==> config.mk <==
export PLATFORM = sky130hd
export DESIGN_NAME = mult_operand_sequencer
export DESIGN_NICKNAME = d
export VERILOG_FILES = /design/src/rtl/mult_operand_sequencer.sv
export SDC_FILE = /design/constraint.sdc
export NUM_CORES = 1
export LEC_CHECK = 0
export ABC_AREA = 0
export ABC_CLOCK_PERIOD_IN_PS = 4900
export BUFFER_PORTS_ARGS = -buffer_cell sky130_fd_sc_hd__buf_2
export CAP_MARGIN = 15
export CORE_UTILIZATION = 50
export DETAILED_ROUTE_END_ITERATION = 16
export HOLD_SLACK_MARGIN = 0.15
export PLACE_DENSITY = 0.88
export REMOVE_ABC_BUFFERS = 1
export SYNTH_ARGS = -nofsm -noshare
export SYNTH_HDL_FRONTEND = slang
export SYNTH_SLANG_ARGS = --single-unit
==> constraint.sdc <==
create_clock -name CLK -period 4.9 [get_ports CLK]
set_clock_uncertainty 0.05 [all_clocks]
set_input_delay 0.735 -clock CLK [delete_from_list [all_inputs] [get_ports CLK]]
set_output_delay 0.735 -clock CLK [all_outputs]
set_load 0.02 [all_outputs]
==> src/rtl/mult_operand_sequencer.sv <==
`default_nettype none
// ============================================================================
//  Module   : mult_operand_sequencer
//  Purpose  : Transaction wrapper around a free-running repeated-add
//             multiplier. Accepts an operand pair over valid/ready, holds it
//             on the multiplier inputs for a settle time derived from the
//             multiplier operand, samples the product and offers it
//             downstream over valid/ready. One transaction in flight.
//  Revision : 1.0  initial release
// ----------------------------------------------------------------------------
//  Ports
//    CLK, RST          clock (rising edge), asynchronous active-high reset
//    in_valid/in_ready operand handshake; in_a multiplicand, in_b multiplier
//    mul_multiplicand  operands driven to the multiplier, held until the
//    mul_multiplier    next accepted pair (never cleared except by reset)
//    mul_product       product returned by the multiplier
//    out_valid/ready   result handshake
//    out_product       sampled product; out_a/out_b the operands behind it
//    busy              high while a transaction is in flight (DRIVE/HOLD)
// ============================================================================
module mult_operand_sequencer #(
    parameter int WIDTH_IN     = 8,
    parameter int WIDTH_OUT    = 16,
    parameter int SETTLE_EXTRA = 2
) (
    input  logic                 CLK,
    input  logic                 RST,
    input  logic                 in_valid,
    output logic                 in_ready,
    input  logic [WIDTH_IN-1:0]  in_a,
    input  logic [WIDTH_IN-1:0]  in_b,
    output logic [WIDTH_IN-1:0]  mul_multiplicand,
    output logic [WIDTH_IN-1:0]  mul_multiplier,
    input  logic [WIDTH_OUT-1:0] mul_product,
    output logic                 out_valid,
    input  logic                 out_ready,
    output logic [WIDTH_OUT-1:0] out_product,
    output logic [WIDTH_IN-1:0]  out_a,
    output logic [WIDTH_IN-1:0]  out_b,
    output logic                 busy
);

    // Four spare bits keep in_b + SETTLE_EXTRA - 1 from wrapping for any
    // in_b, since SETTLE_EXTRA never exceeds 15.
    localparam int CW = WIDTH_IN + 4;
    localparam logic [CW-1:0] c_settle_m1 = CW'(SETTLE_EXTRA - 1);

    typedef enum logic [1:0] {
        S_IDLE  = 2'd0,
        S_DRIVE = 2'd1,
        S_HOLD  = 2'd2
    } state_t;

    state_t                 r_state;
    state_t                 w_next;
    logic                   w_accept;
    logic                   w_capture;
    logic [CW-1:0]          r_count;
    logic [WIDTH_IN-1:0]    r_mul_a;
    logic [WIDTH_IN-1:0]    r_mul_b;
    logic [WIDTH_IN-1:0]    r_out_a;
    logic [WIDTH_IN-1:0]    r_out_b;
    logic [WIDTH_OUT-1:0]   r_out_product;

    // ------------------------------------------------------------------
    // State register
    // ------------------------------------------------------------------
    always_ff @(posedge CLK or posedge RST) begin
        if (RST) begin
            r_state <= S_IDLE;
        end else begin
            r_state <= w_next;
        end
    end

    // ------------------------------------------------------------------
    // Next-state and datapath enables
    // ------------------------------------------------------------------
    always_comb begin
        w_next    = r_state;
        w_accept  = 1'b0;
        w_capture = 1'b0;
        case (r_state)
            S_IDLE: begin
                if (in_valid) begin
                    w_accept = 1'b1;
                    w_next   = S_DRIVE;
                end
            end
            S_DRIVE: begin
                // Counter was loaded with settle-1, so reaching zero marks
                // the last DRIVE cycle and the product is sampled here.
                if (r_count == '0) begin
                    w_capture = 1'b1;
                    w_next    = S_HOLD;
                end
            end
            S_HOLD: begin
                // Release returns to IDLE only; new input waits one edge.
                if (out_ready) begin
                    w_next = S_IDLE;
                end
            end
            default: begin
                w_next = S_IDLE;
            end
        endcase
    end

    // ------------------------------------------------------------------
    // Operand, counter and result registers
    // ------------------------------------------------------------------
    always_ff @(posedge CLK or posedge RST) begin
        if (RST) begin
            r_count       <= '0;
            r_mul_a       <= '0;
            r_mul_b       <= '0;
            r_out_a       <= '0;
            r_out_b       <= '0;
            r_out_product <= '0;
        end else begin
            if (w_accept) begin
                r_mul_a <= in_a;
                r_mul_b <= in_b;
                r_out_a <= in_a;
                r_out_b <= in_b;
                r_count <= {4'b0000, in_b} + c_settle_m1;
            end else if (r_state == S_DRIVE && !w_capture) begin
                r_count <= r_count - 1'b1;
            end
            if (w_capture) begin
                r_out_product <= mul_product;
            end
        end
    end

    // Handshake flags decode straight from the state register so that an
    // asynchronous reset drops them without waiting for a clock edge.
    assign in_ready         = (r_state == S_IDLE);
    assign out_valid        = (r_state == S_HOLD);
    assign busy             = (r_state != S_IDLE);
    assign mul_multiplicand = r_mul_a;
    assign mul_multiplier   = r_mul_b;
    assign out_product      = r_out_product;
    assign out_a            = r_out_a;
    assign out_b            = r_out_b;

endmodule
`default_nettype wire

# After elaboration in Yosys (flattened, before gate mapping)

Cells that the tools add are included.

Word-level logic and storage cells: 29
Output and inout port bits: 51
Bits of input ports: 36
Flip-flop bits (word level): 46

Add/sub/neg operators: 2
Muxes and demuxes: 10
Equal/unequal tests: 5
Reduce and logical (&&, ||, !) cells: 7

Operators with widths:

| kind                                                  | count |
|---|---|
| two-way mux 12 bit                                    | 2 |
| zero test 12 bit                                      | 1 |
| subtractor 12 x 1 -> 12 bit, second input constant    | 1 |
| adder 8 x 1 -> 9 bit, second input constant           | 1 |
| two-way mux 2 bit                                     | 3 |
| one-hot mux 2 bit (3 select lines)                    | 1 |
| two-way mux 1 bit                                     | 4 |
| inequality test 2 bit, second input constant          | 2 |
| nonzero test 2 bit                                    | 2 |
| AND reduction 3 bit                                   | 1 |
| == test 2 x 1 -> 1 bit, second input constant         | 1 |
| == test 2 bit, second input constant                  | 1 |
| zero test 2 bit                                       | 1 |
| inequality test 2 x 1 -> 1 bit, second input constant | 1 |
| logical AND 1 bit                                     | 1 |
| zero test 1 bit                                       | 1 |

# Logic depth before layout (Yosys ltp)

Gate-level depths: netlist (run 1).

Word-level depth: 7
Depth in mapped cells: 9
Mapped depth without buffers: 6

# Worst setup path after synthesis (run 1)

No wires, ideal clock.

Path type: register -> register
From: reg r_count[4]
To: reg r_out_product[0] (netlist: out_product[0])
Arrival: 1.939 ns
Setup slack: 2.786 ns
Clock period less this slack: 2.114 ns
Cell stages (with the launch flop): 8
Path buffers: 3
Cell sequence: dfrtp_1 or4_4 and4b_1 buf_6 nand2b_4 buf_6 buf_12 mux2_4

Word-level cells in the longest chain between the ends: 3

Ends and longest elaborated chain:

| item                   | line | text |
|---|---|---|
| start, declared        | 58   | `logic [CW-1:0] r_count;` |
| start signal, assigned | 127  | `r_count <= {4'b0000, in_b} + c_settle_m1;` |
| start signal, assigned | 129  | `r_count <= r_count - 1'b1;` |
| zero test 12 bit       | 93   | `if (r_count == '0) begin` |
| two-way mux 1 bit      | 93   |  |
| two-way mux 1 bit      | 83   | `case (r_state)` |
| end signal, assigned   | 132  | `r_out_product <= mul_product;` |
| end, declared          | 63   | `logic [WIDTH_OUT-1:0] r_out_product;` |

No other way between the ends.
A chain may end at the register's enable or synchronous reset.

# Worst setup path in the final report (run 1)

From: reg r_count[0]
To: reg r_out_product[6] (netlist: out_product[6])

The elaborated chain is that of the path after synthesis.

==> results of run 1 <==
sequential cells by signal (all words and copies together) (netlist names):
register / flops
out_product: 16
out_a: 8
r_state: 2
out_b: 8
r_count: 12
cells by family (layout without fill, tap and decap cells):
kind of cell,after synthesis,count (layout)
and+or+nand+nor,95,95
DFF,46,46
buffers and inverters,32,101
AOI/OAI and AO/OA,23,23
muxes,20,20
xor gates and xnor gates,6,6
adders and majority gates,3,3
worst max path at each step:
stage / end
3_3_place_gp: out_product[2]$_DFFE_PP0P_
3_5_place_dp: out_product[4]$_DFFE_PP0P_
2_1_floorplan: out_product[0]$_DFFE_PP0P_
6_report: out_product[6]$_DFFE_PP0P_
4_1_cts: out_product[1]$_DFFE_PP0P_
5_1_grt: out_product[6]$_DFFE_PP0P_
routing by layer:
layer	vias to the layer above	global-route usage	routed length [um]
li1	880	-	-
met3	9	0.0534	252
met4	0	0.0578	71
met1	868	0.279	2130
met2	60	0.349	2420
met5	-	0	0
where the power goes:
part,internal (mW),switching [mW]
logic,0.223,0.368
clock network,0.113,0.129
registers,0.498,0.104
layout make-up:
cell class                      count  area [um2]  share of cell area
Sequential cell                    46        1150               0.422
Multi-Input combinational cell    147         962               0.352
Timing Repair Buffer               86         430               0.158
Clock buffer                        6        82.6              0.0302
Tap cell                           52        65.1              0.0238
Inverter                            7        26.3             0.00962
Clock inverter                      2        12.5             0.00458
worst reg2reg max path: cells and delay by family, from the launching register on:
family        cells  cell delay [ps]
fa+ha+maj         1              160
buf+inv           1              140
flops             1              420
mux               1              360
simple gates      3             1150
cell usage in the layout (no fill, tap or decap), types with 2 or more instances in the layout:
cell / n
nand3_1: 6
or3_1: 4
dfrtp_1: 46
nand4_1: 2
a22oi_1: 4
buf_2: 86
nor3_1: 2
nor2_1: 8
o21ai_0: 3
and3_1: 3
mux2_4: 9
xor2_1: 5
a31oi_1: 3
a21oi_1: 6
or4_1: 3
inv_1: 6
clkbuf_8: 6
mux2i_1: 3
nand2_1: 54
ha_1: 3
nand2b_1: 4
mux2_2: 8
per-stage QoR:
stage	cells	setup slack [ps]	cell area, um2
6_report	346	2520	2730
5_1_grt	346	2340	2730
4_1_cts	346	2560	2730
3_5_place_dp	338	2570	2640
3_3_place_gp	338	2670	2640
2_1_floorplan	200	2830	2140
==> run summary, run 1 <==
slew margin rel. -> 0.300
DP HPWL -> 3540 um
Die Wd -> 70.2 um
most area-hungry cell type in the Yosys netlist -> dfrtp_1
Synth Area in Simple Gates -> 0.200
Worst path max stage delay -> 510 ps
Pwr Total -> 1.44 mW
CP max-delay cell -> and4b_1
Synth Area in Compound Gates -> 0.0657
synthesized cell area -> 2320 um2
Placeable Area -> 4410 um2
Synth warnings -> 0
Clock Path Buffers -> 2
DIE AREA -> 4930 um2
most common cell in the netlist -> nand2_1
vias in the first global route -> 1727
maximum clock rate -> 420 MHz
crit path time final -> 2380 ps
crit start category -> register
port bufs -> 86
TritonRoute pass-1 iters -> 4
share of synthesized area spent on multiplexers -> 0.110
1st-iter DRT viols -> 116
Setup Viol. Count Final -> 0
Final nets -> 332
DR WL/cell -> 14.1 um
die height -> 70.2 um
Area growth, synth to finish -> 17.4%
Initial Util -> 0.527
total of cells resized after clock tree synthesis -> 0
CTS tree -> built
Max IR drop VDD -> 0.386 mV
Final Util -> 0.618
DRC errors left -> 0
first-pass GRT wire length -> 8110 um
CTS buffer count -> 5
critical path's top delay family -> simple AND/OR/NAND/NOR gates
top cells by count, synth -> nand2_1, dfrtp_1, buf_4, mux2_4
Hold EP -> out_b[7]$_DFFE_PP0P_
# IOs -> 87
number of synthesized register bits -> 46
crit path from -> r_count[0]$_DFFE_PP0P_
Setup crit end kind -> register
reg2reg end -> out_product[6]$_DFFE_PP0P_
max_cap viols -> 0
Syn Area/Cell -> 10.3 um2
critical path depth -> 6
Core Rows -> 24
fin crit share -> 0.486
fin. max-slew vios -> 0
top cell type's share of synthesized area -> 0.495
Synth Area in XOR/XNOR -> 0.0226
global route overflow -> 0
Fin Hold WS -> 454 ps
Synth cell types -> 41
Vias -> 1817
cells after synthesis -> 225
Seq/Total Area, Yosys -> 0.495
CTS Hold Bufs -> 0
Pleak -> 1.47 nW
r2r setup slk -> 2520 ps
RSZ-0062 raised after global routing -> no
setup TNS -> 0 ps
worst-margin pin slew -> 1050 ps
Routed Antenna Nets -> 0
initial antenna violation count -> 0
hold depth -> 2
hold crit path type -> register to register
FF-to-FF path depth -> 6
largest family of logic cells by synthesized area -> simple AND/OR/NAND/NOR gates
total track usage -> 0.212
layout cells sized above 1 -> 0.398
largest net degree at the start of global routing -> 47
top_reg_cell synth -> dfrtp_1
fill count -> 355
PwrDens -> 526 nW/um2
worst flop-to-flop path startpoint -> r_count[0]$_DFFE_PP0P_
Critical Path RT -> 5040 ps
final RePlAce weighted congestion -> 0.824
root buffer cell -> clkbuf_8
Post-synth EDFFs -> 0
final-report hold violation count -> 0
crit path max fanout -> 17
vias per inst -> 5.25
worst skew pair latency -> 300 ps
CTS Sinks -> 46
CP bufs+invs -> 1
CTS clk-pin slew, worst paths -> 90 ps
fraction of the mapped netlist area in adder cells -> 0.0161
crit-path cells -> inv_1 > ha_1 > nor4b_1 > and4b_1 > nand2b_4 > mux2_4
H-tree Lvls -> 2
top post-synthesis cells by area -> dfrtp_1, nand2_1, mux2_4
critical path arrival -> 2520 ps
WS Path Type -> register to register
ANT cells -> 0
run status -> finished clean
total setup buffers inserted after CTS -> 0
fraction of registers with async set/reset -> 1.00
Hold Startpoint -> out_b[7]$_DFFE_PP0P_
total wire length -> 4870 um
Power figures use the tool's default switching activity.
==> run 2, diff against run 1 <==
ABC_CLOCK_PERIOD_IN_PS = 2000   (was 4900)
CORE_UTILIZATION = 44   (was 50)
PLACE_DENSITY = 0.83   (was 0.88)
clock period = 2 ns   (was 4.9 ns; I/O delays follow)
==> run summary, run 2 (same netlist as run 1, synthesis figures left out) <==
Final WS setup -> -19.3 ps (-2540 ps)
CTS clk-pin slew, worst paths -> 90 ps (about the same)
first-pass GRT wire length -> 8280 um (+2.1%)
DRC errors left -> 0 (unchanged)
DP HPWL -> 3690 um (+4.2%)
worst-margin pin slew -> 584 ps (-466 ps)
fin. max-slew vios -> 0 (unchanged)
commonest non-fill, non-tap cell in the layout -> buf_2
Setup crit end kind -> register
Area growth, synth to finish -> 28.0%
PwrDens -> 1230 nW/um2 (+130%)
fin crit share -> 1.01 (+0.524)
max_cap viols -> 0 (unchanged)
max reg flops -> 16 (unchanged)
Comb pwr share -> 0.452 (+0.040)
CTS Sinks -> 46 (unchanged)
crit start category -> register
root buffer cell -> clkbuf_8
failing checks -> setup timing
largest net degree at the start of global routing -> 29 (-38%)
total track usage -> 0.199 (-0.0135)
critical path arrival -> 2160 ps (-360 ps)
H-tree Lvls -> 2 (unchanged)
ANT cells -> 0 (unchanged)
Sw Pwr -> 1.52 mW (+150%)
Max IR drop VDD -> 0.726 mV (+88%)
crit path max fanout -> 17 (unchanged)
Initial Util -> 0.455 (-0.0715)
sequential power share -> 0.395 (-0.024)
vias in the first global route -> 1747 (+1.2%)
Core Rows -> 26 (+8.3%)
port bufs -> 86 (unchanged)
Pleak -> 1.59 nW (+7.7%)
global route overflow -> 0 (unchanged)
Clock Path Buffers -> 2 (unchanged)
CTS buffer count -> 5 (unchanged)
crit path time final -> 2020 ps (-360 ps)
Setup Viol. Count Final -> 9 (+9)
Clock power frac -> 0.154 (-0.015)
CTS tree -> built
TritonRoute pass-1 iters -> 5 (+1)
hold crit path type -> input port to register
most frequent cells in the layout -> buf_2, nand2_1, dfrtp_1, buf_4, dlygate4sd3_1
final-report hold violation count -> 0 (unchanged)
die height -> 74.7 um (+6.4%)
Die Wd -> 74.7 um (+6.4%)
Critical Path RT -> 2140 ps (-2900 ps)
worst skew pair latency -> 310 ps (about the same)
total wire length -> 5240 um (+7.6%)
1st-iter DRT viols -> 142 (+22%)
Placeable Area -> 5110 um2 (+16%)
Vias -> 1961 (+7.9%)
RSZ-0062 raised after global routing -> yes
# IOs -> 87 (unchanged)
final RePlAce weighted congestion -> 0.835 (+1.4%)
vias per inst -> 5.05 (-3.8%)
slew margin rel. -> 0.610 (+0.310)
initial antenna violation count -> 0 (unchanged)
Sw Ratio -> 0.415 (-0.00467)
dpl cell area -> 2760 um2 (+4.7%)
DR WL/cell -> 13.5 um (-4.0%)
run status -> finished, violations left
maximum clock rate -> 495 MHz (+18%)
pre-CTS setup slack -> -42.3 ps (-2610 ps)
layout cells sized above 1 -> 0.425 (+0.0266)
Routed Antenna Nets -> 0 (unchanged)
Final nets -> 356 (+7.2%)
WS Path Type -> register to register
internal power -> 2.15 mW (+160%)
DIE AREA -> 5580 um2 (+13%)
cell area after layout -> 2980 um2 (+9.0%)
-- run 2: area by class of cell --
cell class / instances / area (um2)
Timing Repair Buffer: 110 / 652
Multi-Input combinational cell: 147 / 972
Tap cell: 70 / 87.6
Sequential cell: 46 / 1150
Clock buffer: 5 / 68.8
Inverter: 7 / 26.3
Clock inverter: 3 / 18.8
Fill cell: 435 / 2130
-- run 2: power by group through the flow --
stage | sequential [mW] | clock (mW) | combinational (mW)
final | 1.45 | 0.564 | 1.66
after global routing | 1.49 | 0.618 | 1.81
after CTS | 1.44 | 0.584 | 1.63
after detailed placement | 1.45 | 0 | 1.59
after global placement | 1.44 | 0 | 1.55
after floorplan | 1.86 | 0 | 0.552
-- run 2: worst paths after layout --
kind	slack (ps)	start	endpoint	cells past startpoint
worst max-delay path	-20	r_count[4]$_DFFE_PP0P_	out_product[2]$_DFFE_PP0P_	4
worst min-delay path	170	mul_product[10]	out_product[10]$_DFFE_PP0P_	2
worst max register to register	-20	r_count[4]$_DFFE_PP0P_	out_product[2]$_DFFE_PP0P_	4
worst min register to register	450	out_a[1]$_DFFE_PP0P_	out_a[1]$_DFFE_PP0P_	2
max in group asynchronous	740	RST	out_b[7]$_DFFE_PP0P_	4
min in group asynchronous	530	RST	out_product[13]$_DFFE_PP0P_	3
-- run 2: per-stage QoR --
stage	utilization	hold WS, ps	total power, mW	TNS, ps	cells
2_1_floorplan	-	355	2.41	-1010	200
3_3_place_gp	0.540	339	2.99	0	368
3_5_place_dp	0.540	343	3.04	-380	368
4_1_cts	0.579	159	3.65	-64.3	387
5_1_grt	0.583	157	3.91	-792	388
6_report	0.583	168	3.67	-119	388
-- run 2: per-layer routing --
metal / routed length (um) / track usage
met1: 2360 / 0.272
met2: 2530 / 0.305
met3: 290 / 0.0576
met4: 60 / 0.0629
met5: 0 / 0
-- run 2: worst max-delay path, stage by stage, from the launching register on --
cell	delay, ps
dfrtp_1	390
or4_4	570
and4b_2	360
nand2b_4	190
mux2_4	350
-- run 2: what timing repair did --
item | 4_1_cts | 5_1_grt
setup buffers | 1 | 1
endpoints found under the hold margin | 35 | 0
pin swaps | 0 | 1
hold buffers | 10 | 0
setup endpoints to repair | 13 | 19
gates resized for setup | 1 | 4
